**src/rtl/muldiv_pkg.sv**
```systemverilog
// muldiv_pkg: shared states, op encodings and default latencies for the multiply/divide sequencer
package muldiv_pkg;
    typedef enum logic [2:0] {IDLE, LAUNCH, RUN, WRITE, EXC} md_state_t;
    localparam logic MD_OP_MULT = 1'b0;
    localparam logic MD_OP_DIV = 1'b1;
    localparam int MD_MULT_CYCLES = 32;
    localparam int MD_DIV_CYCLES = 32;
    localparam int MD_CNT_W = 6;
endpackage

```
**src/rtl/md_cycle_counter.sv**
```systemverilog
// md_cycle_counter: loadable down-counter that stops at zero instead of wrapping
module md_cycle_counter #(
    parameter int CNT_W = 6
) (
    input  logic             clk,
    input  logic             reset,
    input  logic             load,
    input  logic             en,
    input  logic [CNT_W-1:0] load_val,
    output logic             zero
);
    logic [CNT_W-1:0] cnt;
    always_ff @(posedge clk)
        if (reset) cnt <= '0;
        else if (load) cnt <= load_val;
        else if (en && cnt != '0) cnt <= cnt - 1'b1;
    assign zero = cnt == '0;
endmodule

```
**src/rtl/muldiv_ctrl.sv**
```systemverilog
// muldiv_ctrl: launches the mult/div unit, counts its latency and commits HI/LO or raises div-by-zero.
// Divide-by-zero exception handling is enabled by defining MULDIV_DIV0_EXC_EN.
module muldiv_ctrl
    import muldiv_pkg::*;
#(
    parameter int MULT_CYCLES = MD_MULT_CYCLES,
    parameter int DIV_CYCLES = MD_DIV_CYCLES,
    parameter int CNT_W = MD_CNT_W
) (
    input  logic clk,
    input  logic reset,
    input  logic start,
    input  logic op,
    input  logic div_zero,
    output logic unit_start,
    output logic div_or_mult,
    output logic hilo_w,
    output logic busy,
    output logic done,
    output logic exc_div0
);
    md_state_t state, nxt;
    logic zero;
    always_ff @(posedge clk)
        if (reset) begin
            state <= IDLE;
            div_or_mult <= MD_OP_MULT;
        end else begin
            state <= nxt;
            if (state == IDLE && start) div_or_mult <= op;
        end
    md_cycle_counter #(.CNT_W(CNT_W)) u_cnt (
        .clk(clk),
        .reset(reset),
        .load(state == LAUNCH),
        .en(state == RUN),
        .load_val(div_or_mult == MD_OP_DIV ? CNT_W'(DIV_CYCLES - 1) : CNT_W'(MULT_CYCLES - 1)),
        .zero(zero)
    );
`ifdef MULDIV_DIV0_EXC_EN
    // the divider's zero flag is only meaningful in the cycle right after launch
    logic first_run;
    always_ff @(posedge clk)
        first_run <= !reset && state == LAUNCH;
    wire div0_hit = first_run && div_or_mult == MD_OP_DIV && div_zero;
    assign exc_div0 = state == EXC;
`else
    logic unused_div_zero;
    assign unused_div_zero = div_zero;
    wire div0_hit = 1'b0;
    assign exc_div0 = 1'b0;
`endif
    always_comb begin
        nxt = state;
        case (state)
            IDLE:    nxt = start ? LAUNCH : IDLE;
            LAUNCH:  nxt = RUN;
            RUN:     nxt = div0_hit ? EXC : zero ? WRITE : RUN;
            default: nxt = IDLE;
        endcase
    end
    assign unit_start = state == LAUNCH;
    assign hilo_w = state == WRITE;
    assign done = state == WRITE;
    assign busy = state != IDLE;
endmodule

```
**config.mk**
```make
export PLATFORM = sky130hd
export DESIGN_NAME = muldiv_ctrl
export DESIGN_NICKNAME = d
export VERILOG_FILES = /design/src/rtl/muldiv_pkg.sv /design/src/rtl/md_cycle_counter.sv /design/src/rtl/muldiv_ctrl.sv
export SDC_FILE = /design/constraint.sdc
export NUM_CORES = 1
export LEC_CHECK = 0
export ABC_AREA = 1
export CELL_PAD_IN_SITES_DETAIL_PLACEMENT = 1
export CELL_PAD_IN_SITES_GLOBAL_PLACEMENT = 1
export CORE_MARGIN = 2
export CORE_UTILIZATION = 37
export CTS_BUF_LIST = sky130_fd_sc_hd__clkbuf_8
export DETAILED_ROUTE_END_ITERATION = 10
export PLACE_DENSITY_LB_ADDON = 0.25
export SLEW_MARGIN = 10
export SYNTH_ARGS = -nofsm -noshare
export SYNTH_HDL_FRONTEND = slang
export SYNTH_SLANG_ARGS = --single-unit
```
**constraint.sdc**
```tcl
create_clock -name clk -period 1.71 [get_ports clk]
set_clock_uncertainty 0.05 [all_clocks]
set_input_delay 0.513 -clock clk [delete_from_list [all_inputs] [get_ports clk]]
set_output_delay 0.513 -clock clk [all_outputs]
set_load 0.01 [all_outputs]
```
## Yosys cells after proc, flatten, opt, wreduce, memory -nomap -nowiden

Index checks and enable logic that the tools add are counted.

- Register bits after elaboration: 10
- Input bits: 5
- Output and inout bits: 6
- Logic and storage cells: 21

- Add/subtract/negate cells: 1
- Eq/ne operators: 3
- Multiplexer cells: 5
- Reductions and logical operators: 8

Operator list:

| cell | count |
|---|---|
| two-way mux 5 bit | 2 |
| equality test 3 x 2 -> 1 bit, second input constant | 2 |
| zero test 6 bit | 1 |
| case mux 2 bit (3 select lines) | 1 |
| nonzero test 6 bit | 1 |
| subtractor 6 x 1 -> 6 bit, second input constant | 1 |
| equality test 3 x 1 -> 1 bit, second input constant | 1 |
| zero test 3 bit | 1 |
| nonzero test 3 bit | 1 |
| logical AND 1 bit | 2 |
| two-way mux 1 bit | 2 |
| nonzero test 2 bit | 1 |
| OR reduction 2 bit | 1 |

## Longest topological paths before layout

- Word-level depth: 4
- Mapped depth: 7
- Depth with buffers taken out: 7

## Hierarchy

Synthesis repeated with hierarchy kept, for this count alone.

- Cells, all modules: 95
- Area total of the unflattened synthesis: 618.1 um2

By module, submodules not included:

| module | times used | cells an instance | area an instance (um2) |
|---|---|---|---|
| md_cycle_counter | 1 | 68 | 421.7 |
| muldiv_ctrl | 1 | 27 | 196.4 |

## Worst setup path after synthesis

No wires, ideal clock.

- Path type: register to output
- Start point: reg state[0]
- End point: out busy
- Arrival time: 0.719 ns
- Path slack: 0.428 ns
- Stages on the path, launching flop included: 4
- Buffers on the path: 0
- Cell sequence: dfxtp_1 inv_1 ha_1 inv_1

- Cells in the longest elaborated chain, start to end: 1

RTL lines:

| item | RTL line | source |
|---|---|---|
| start: declaration | muldiv_ctrl.sv:22 | `md_state_t state, nxt;` |
| start signal: assignment | muldiv_ctrl.sv:29 | `state <= nxt;` |
| nonzero test 3 bit | muldiv_ctrl.sv:65 | `assign busy = state != IDLE;` |
| end: declaration | muldiv_ctrl.sv:18 | `output logic busy,` |

Every way passes these cells.

## Worst setup path in the final report

Ends and elaborated chain as after synthesis.

==> metrics <==
DRT Pass-1 Iters 3; H-Tree Level Count 1; Clk network pwr share 20.7%; Synth Register Bits 9; final max-slew violation count 0; status completed; syn_area_per_cell 7.02 sq um; Die Y 43.9 um; largest net degree at the start of global routing 10; multiplexer area fraction after synthesis 0%; CTS clock-pin slew for the worst setup and hold paths 50 ps; Hold Crit Class reg -> reg; crit share post-route 95.8%; register area share after synthesis 30.6%; CP Launch Type flop; CP Max Fanout 3; core area 1510 sq um; ant diodes 0; die width 43.9 um; register area 181 sq um; RSZ-0062 raised after global routing false; HPWL Detailed 1140 um; Synth top area share 30.6%; max cap viols 0; full die area 1930 sq um; GRT Util Overall 18.8%; initial core utilization 39.1%; global route total overflow 0; total clock sinks 9; Synth Instances 84; max incr delay on CP 330 ps; Crit. path cell count 4; Sequential Power Share 27.4%; sw frac 41.6%; worst skew pair latency 230 ps; CTS tree yes; Synth area leader dfxtp_1; Fill cells 200; layout cells sized above 1 21.2%; Compound-Gate Fraction of Synth Area 7.22%; Power Density 1550 nW/um^2; Slowest cell on crit path dfxtp_2; Critical Path RT 1150 ps; Mapped Area 589 sq um; routability cong. 0.739; io pins 11; worst r2r src u_cnt.cnt[0]; Hold-fix buffers, CTS 0; largest family of logic cells by synthesized area simple AND/OR/NAND/NOR gates; vias in the first global route 613; min Tclk post-route 1640 ps; hold depth 2; Max Freq 0.611 GHz; Synth Area in Simple Gates 35.2%; Psw 0.000490 W; critical setup path kind reg -> out; Total Routed Length 1450 um; FP Rows 14; residual DRC count 0; post-synthesis adder-cell area fraction 14.9%; drt wl/cell 12.6 um; Pint 0.000687 W; DRT antenna net count 0; crit path buf inv count 3; first-pass GRT wire length 2620 um; port bufs 8; worst-path cell chain inv_1 -> ha_2 -> inv_1 -> clkdlybuf4s15_2; final setup vio count 0; initial DRC count 5; worst setup path start state[0]; Syn Nets 96; final core utilization 50.3%; root buffer cell clkbuf_8; Area growth syn-to-layout 28.7%; yosys warns 0; Post-Synth XOR/XNOR Area 0%; leakage power total 0.397 nW; initial antenna violation count 0; Vias 560; Setup crit end kind primary output; Synth area leaders dfxtp_1 31%, ha_1 15%, nand2_1 11%; Worst Reg-to-Reg Cells 7; Non-Filler Instances 115; Fin. Hold Viols 0; Multi-input gate area 344 sq um; most used cell, CP inv_1; vias per cell 4.87; clk buf depth 2; Netlist cell types 19; maximum VDD drop 663 uV; combinational group share of total power 52.0%; clock buffer count from CTS 3; final net count 112; crit path DAT 1070 ps; hold wc startpoint div_or_mult; Crit path max-delay family flip-flops; placed insts 111
-- worst paths after layout --
path,to,slack [ps]
setup reg to reg,u_cnt.cnt[2],280
setup / recovery,busy,70
hold / removal,div_or_mult,410
hold reg to reg,div_or_mult,410
-- worst register-to-register path, delay by kind of cell, from the launching register on --
kind | cells | cell delay, ps
buf+inv | 2 | 260
flops | 1 | 290
simple gates | 3 | 400
fa+ha+maj | 1 | 230
compound gates | 1 | 110
-- layer usage --
metal	track usage (%)	wire [um]	up-vias	part of all wire, %
li1	-	-	289	-
met1	21.0	633	267	44
met2	33.5	783	2	54
met3	5.00	18	2	1.2
met4	7.27	15	0	1.0
met5	0	0	-	0
-- Yosys cell counts --
master    count
nand2_1      18
inv_1        12
nand3_1      11
dfxtp_1       9
a21oi_1       7
ha_1          7
nor2_1        6
buf_4         2
or2_2         2
clkbuf_1      1
clkinv_1      1
conb_1        1
nand2_2       1
nand2_4       1
nand3_2       1
nand4_1       1
nor2_2        1
nor3_2        1
o21a_1        1
-- layout by cell type (no fill, tap or decap), drive strengths merged --
cell           synthesis  final
nand2                 20     20
inv                   12     13
nand3                 12     12
dfxtp                  9      9
a21oi                  7      7
nor2                   7      7
ha                     7      7
buf                    2      6
clkbuf                 1      5
clkdlybuf4s50          0      3
or2                    2      2
clkdlybuf4s15          0      2
clkinv                 1      1
nand4                  1      1
o21a                   1      1
nor3                   1      1
conb                   1      1
dlymetal6s2s           0      1
-- state kept, by name (all words and copies together), names as in the netlist --
name and cells:
u_cnt.cnt 6, state 2, div_or_mult 1
-- repair_timing --
item | CTS | global route
setup buffers | 0 | 0
resized for setup | 9 | 5
setup endpoints to repair | 4 | 5
-- cell families after synthesis --
| family | Yosys count |
|---|---|
| flops | 9 |
| fa+ha+maj | 7 |
| compound gates | 8 |
| other cells | 1 |
| simple gates | 43 |
| buf+inv | 16 |
-- stage by stage --
stage | area, sq um | hold slack, ps | TNS [ps] | setup WS, ps | total power [W]
detailed placement | 716 | 412 | -91.8 | -79.8 | 0.000943
global route | 758 | 452 | 0 | 22.5 | 0.00130
floorplan | 589 | 407 | 0 | 428 | 0.000755
global placement | 716 | 400 | -28.2 | -28.2 | 0.000903
CTS | 762 | 423 | 0 | 22.7 | 0.00119
finish | 758 | 415 | 0 | 72.3 | 0.00118
-- power by group through the flow --
stage                     Combinational [W]  Sequential (W)  Clock [W]
after CTS                          0.000621        0.000323   0.000246
after global routing               0.000704        0.000329   0.000264
after floorplan                    0.000441        0.000314          0
after global placement             0.000584        0.000319          0
after detailed placement           0.000617        0.000325          0
final                              0.000612        0.000322   0.000243
-- layout make-up --
class / count / share of cell area [%]
well taps: 16 / 2.64
clock inverters: 1 / 0.495
inverters: 13 / 6.44
multi-input cells: 59 / 45.4
flip-flops and latches: 9 / 23.9
clock buffers: 3 / 5.45
repair buffers: 14 / 15.7
Power figures use the tool's default switching activity.
==> patch (config.mk and constraints unchanged) <==
The option `MULDIV_DIV0_EXC_EN` is turned on by a define.
--- a/src/rtl/muldiv_ctrl.sv
+++ b/src/rtl/muldiv_ctrl.sv
@@ -1,4 +1,6 @@
 // muldiv_ctrl: launches the mult/div unit, counts its latency and commits HI/LO or raises div-by-zero.
 // Divide-by-zero exception handling is enabled by defining MULDIV_DIV0_EXC_EN.
+`define MULDIV_DIV0_EXC_EN
+
 module muldiv_ctrl
     import muldiv_pkg::*;
Function: changed (Yosys sat finds a counterexample within 4 cycles, from zero or initial values and one cycle with reset high).
==> patch against the original RTL <==
Synthesized area up 12%. Sequential power up 2%. Highest routed layer unchanged. Sequential cell count up 2. Non-clock buffer count up 3. Wire length up 5.1%. Setup slack worse by 0.0060 ns. Worst hold slack better by 0.0011 ns. Power down 17%. Fmax down 0.37%. Cell area up 13%.
==> patch: results (changes against the original RTL) <==
- Int Pwr: 0.0006214 W (-9.6%)
- Reg2reg setup slack: 0.30 ns (+0.02 ns)
- Hold path start: div_or_mult$_SDFFE_PP0P_
- Layout cells sized above 1: 33.33% (+12 points)
- Largest net degree at the start of global routing: 13 (+3)
- CP max FO: 3 (unchanged)
- Vias/cell: 4.685 (-3.8%)
- HPWL after DPL: 1.198 mm (+5.4%)
- Grt total ovfl: 0 (unchanged)
- Hold Path Sink: div_or_mult$_SDFFE_PP0P_
- DR iter-0 viols: 4 (-1)
- Yosys warns: 0 (unchanged)
- Outcome: finished clean
- Initial antenna violation count: 0 (unchanged)
- Peak VDD IR: 541.2 µV (-18%)
- Register area share after synthesis: 33.46% (+2.9 points)
- HP Class: reg2reg
- Synth unique cells: 24 (+5)
- Post-synthesis cell count: 87 (+3.6%)
- Top post-synthesis cells by area: dfxtp_1, nand2_1, nand3_1, inv_1, a21oi_2
- Placer Congestion: 0.7489 (+1.4%)
- Commonest cells post-synth: nand2_1, dfxtp_1, nand3_1, inv_1, nor2_1
- Nets: 113 (+0.89%)
- Num CTS Buffers: 3 (unchanged)
- Routed WL per cell: 11.73 µm (-7.0%)
- Worst Reg-to-Reg Cells: 7 (unchanged)
- Top Registers: u_cnt.cnt (6), state (3)
- Clock buffer depth: 2 (unchanged)
- Mapped Nets: 94 (-2.1%)
- Arrival time worst endpoint: 1.08 ns
- Leak: 0.4049 nW (+2.0%)
- Clock-pin slew of the registers on the worst-case setup and hold paths: 0.05 ns (about the same)
- Total track usage: 17.66% (-1.1 points)
- Worst hold stages: 2 (unchanged)
- Worst flop-to-flop path startpoint: u_cnt.cnt[0]$_SDFFE_PP0P_
- Layout fillers: 223 (+12%)
- Routed WL: 1.525 mm (+5.1%)
- Reg-to-Reg End: u_cnt.cnt[2]$_SDFFE_PP0P_
- Hold Slack: 0.4160 ns (+0.001103 ns)
- IO Port Bufs: 10 (+2)
- Ant diodes: 0 (unchanged)
- Vias in the first global route: 608 (-0.82%)
- First-pass GRT wire length: 2.642 mm (+1.0%)
- Dpl cell area: 819.5 µm² (+15%)
-- patch: metal layers --
layer | vias up | wire (µm) | track usage [%]
met4 | 0 | 10 | 5.143
met3 | 2 | 46 | 4.706
met5 | - | 0 | 0
met2 | 6 | 768 | 30.83
met1 | 283 | 699 | 20.90
li1 | 318 | - | -
-- patch: cell type report --
class | instances | share of cell area [%]
inverter | 13 | 5.685
sequential | 11 | 25.80
multi-input combinational | 60 | 43.29
tap | 25 | 3.644
clock inverter | 1 | 0.4373
timing repair buffer | 17 | 16.33
clock buffer | 3 | 4.810
-- patch: cell families after synthesis --
kind of cell / count (synthesis) / share of synthesized area (%)
AOI/OAI and AO/OA: 10 / 10.27
adders and majority gates: 2 / 3.802
buffers and inverters: 16 / 10.84
DFF: 11 / 33.46
and+or+nand+nor: 48 / 41.64
-- patch: power groups by stage --
| stage | combinational, W | sequential, W | clock [W] |
|---|---|---|---|
| 6_report | 0.000400 | 0.000329 | 0.000251 |
| 3_5_place_dp | 0.000409 | 0.000333 | 0 |
| 3_3_place_gp | 0.000390 | 0.000332 | 0 |
| 2_1_floorplan | 0.000301 | 0.000329 | 0 |
| 5_1_grt | 0.000451 | 0.000333 | 0.000275 |
| 4_1_cts | 0.000410 | 0.000329 | 0.000258 |
-- patch: stage by stage --
step | setup TNS [ns] | utilization (%) | worst slack [ns]
after detailed placement | -0.1884 | 47.99 | -0.07805
after global placement | -0.07155 | 47.99 | -0.03185
after floorplan | 0 | - | 0.1279
after global routing | 0 | 50.26 | 0.007048
final | 0 | 50.26 | 0.06632
after CTS | 0 | 50.84 | 0.006364
-- patch: worst max-delay path by stage --
stage	cells after the start	slack (ns)	to	startpoint
after floorplan	3	0.13	hilo_w	state[0]$_SDFF_PP0_
after global placement	3	-0.03	done	state[1]$_SDFF_PP0_
after detailed placement	3	-0.08	done	state[1]$_SDFF_PP0_
after CTS	3	0.006	exc_div0	state[0]$_SDFF_PP0_
after global routing	3	0.007	hilo_w	state[1]$_SDFF_PP0_
final	4	0.07	unit_start	state[0]$_SDFF_PP0_
-- patch: what timing repair did --
item                       CTS  global route
gates resized for setup     10             6
pin swaps                    0             0
setup endpoints to repair    5             5
gates cloned                 0             0
-- patch: worst max-delay path, stage by stage, from the launching register on --
cell           delay (ns)
dfxtp_2              0.32
buf_4                0.13
nand3_4              0.08
inv_1                0.04
dlygate4sd2_1        0.27
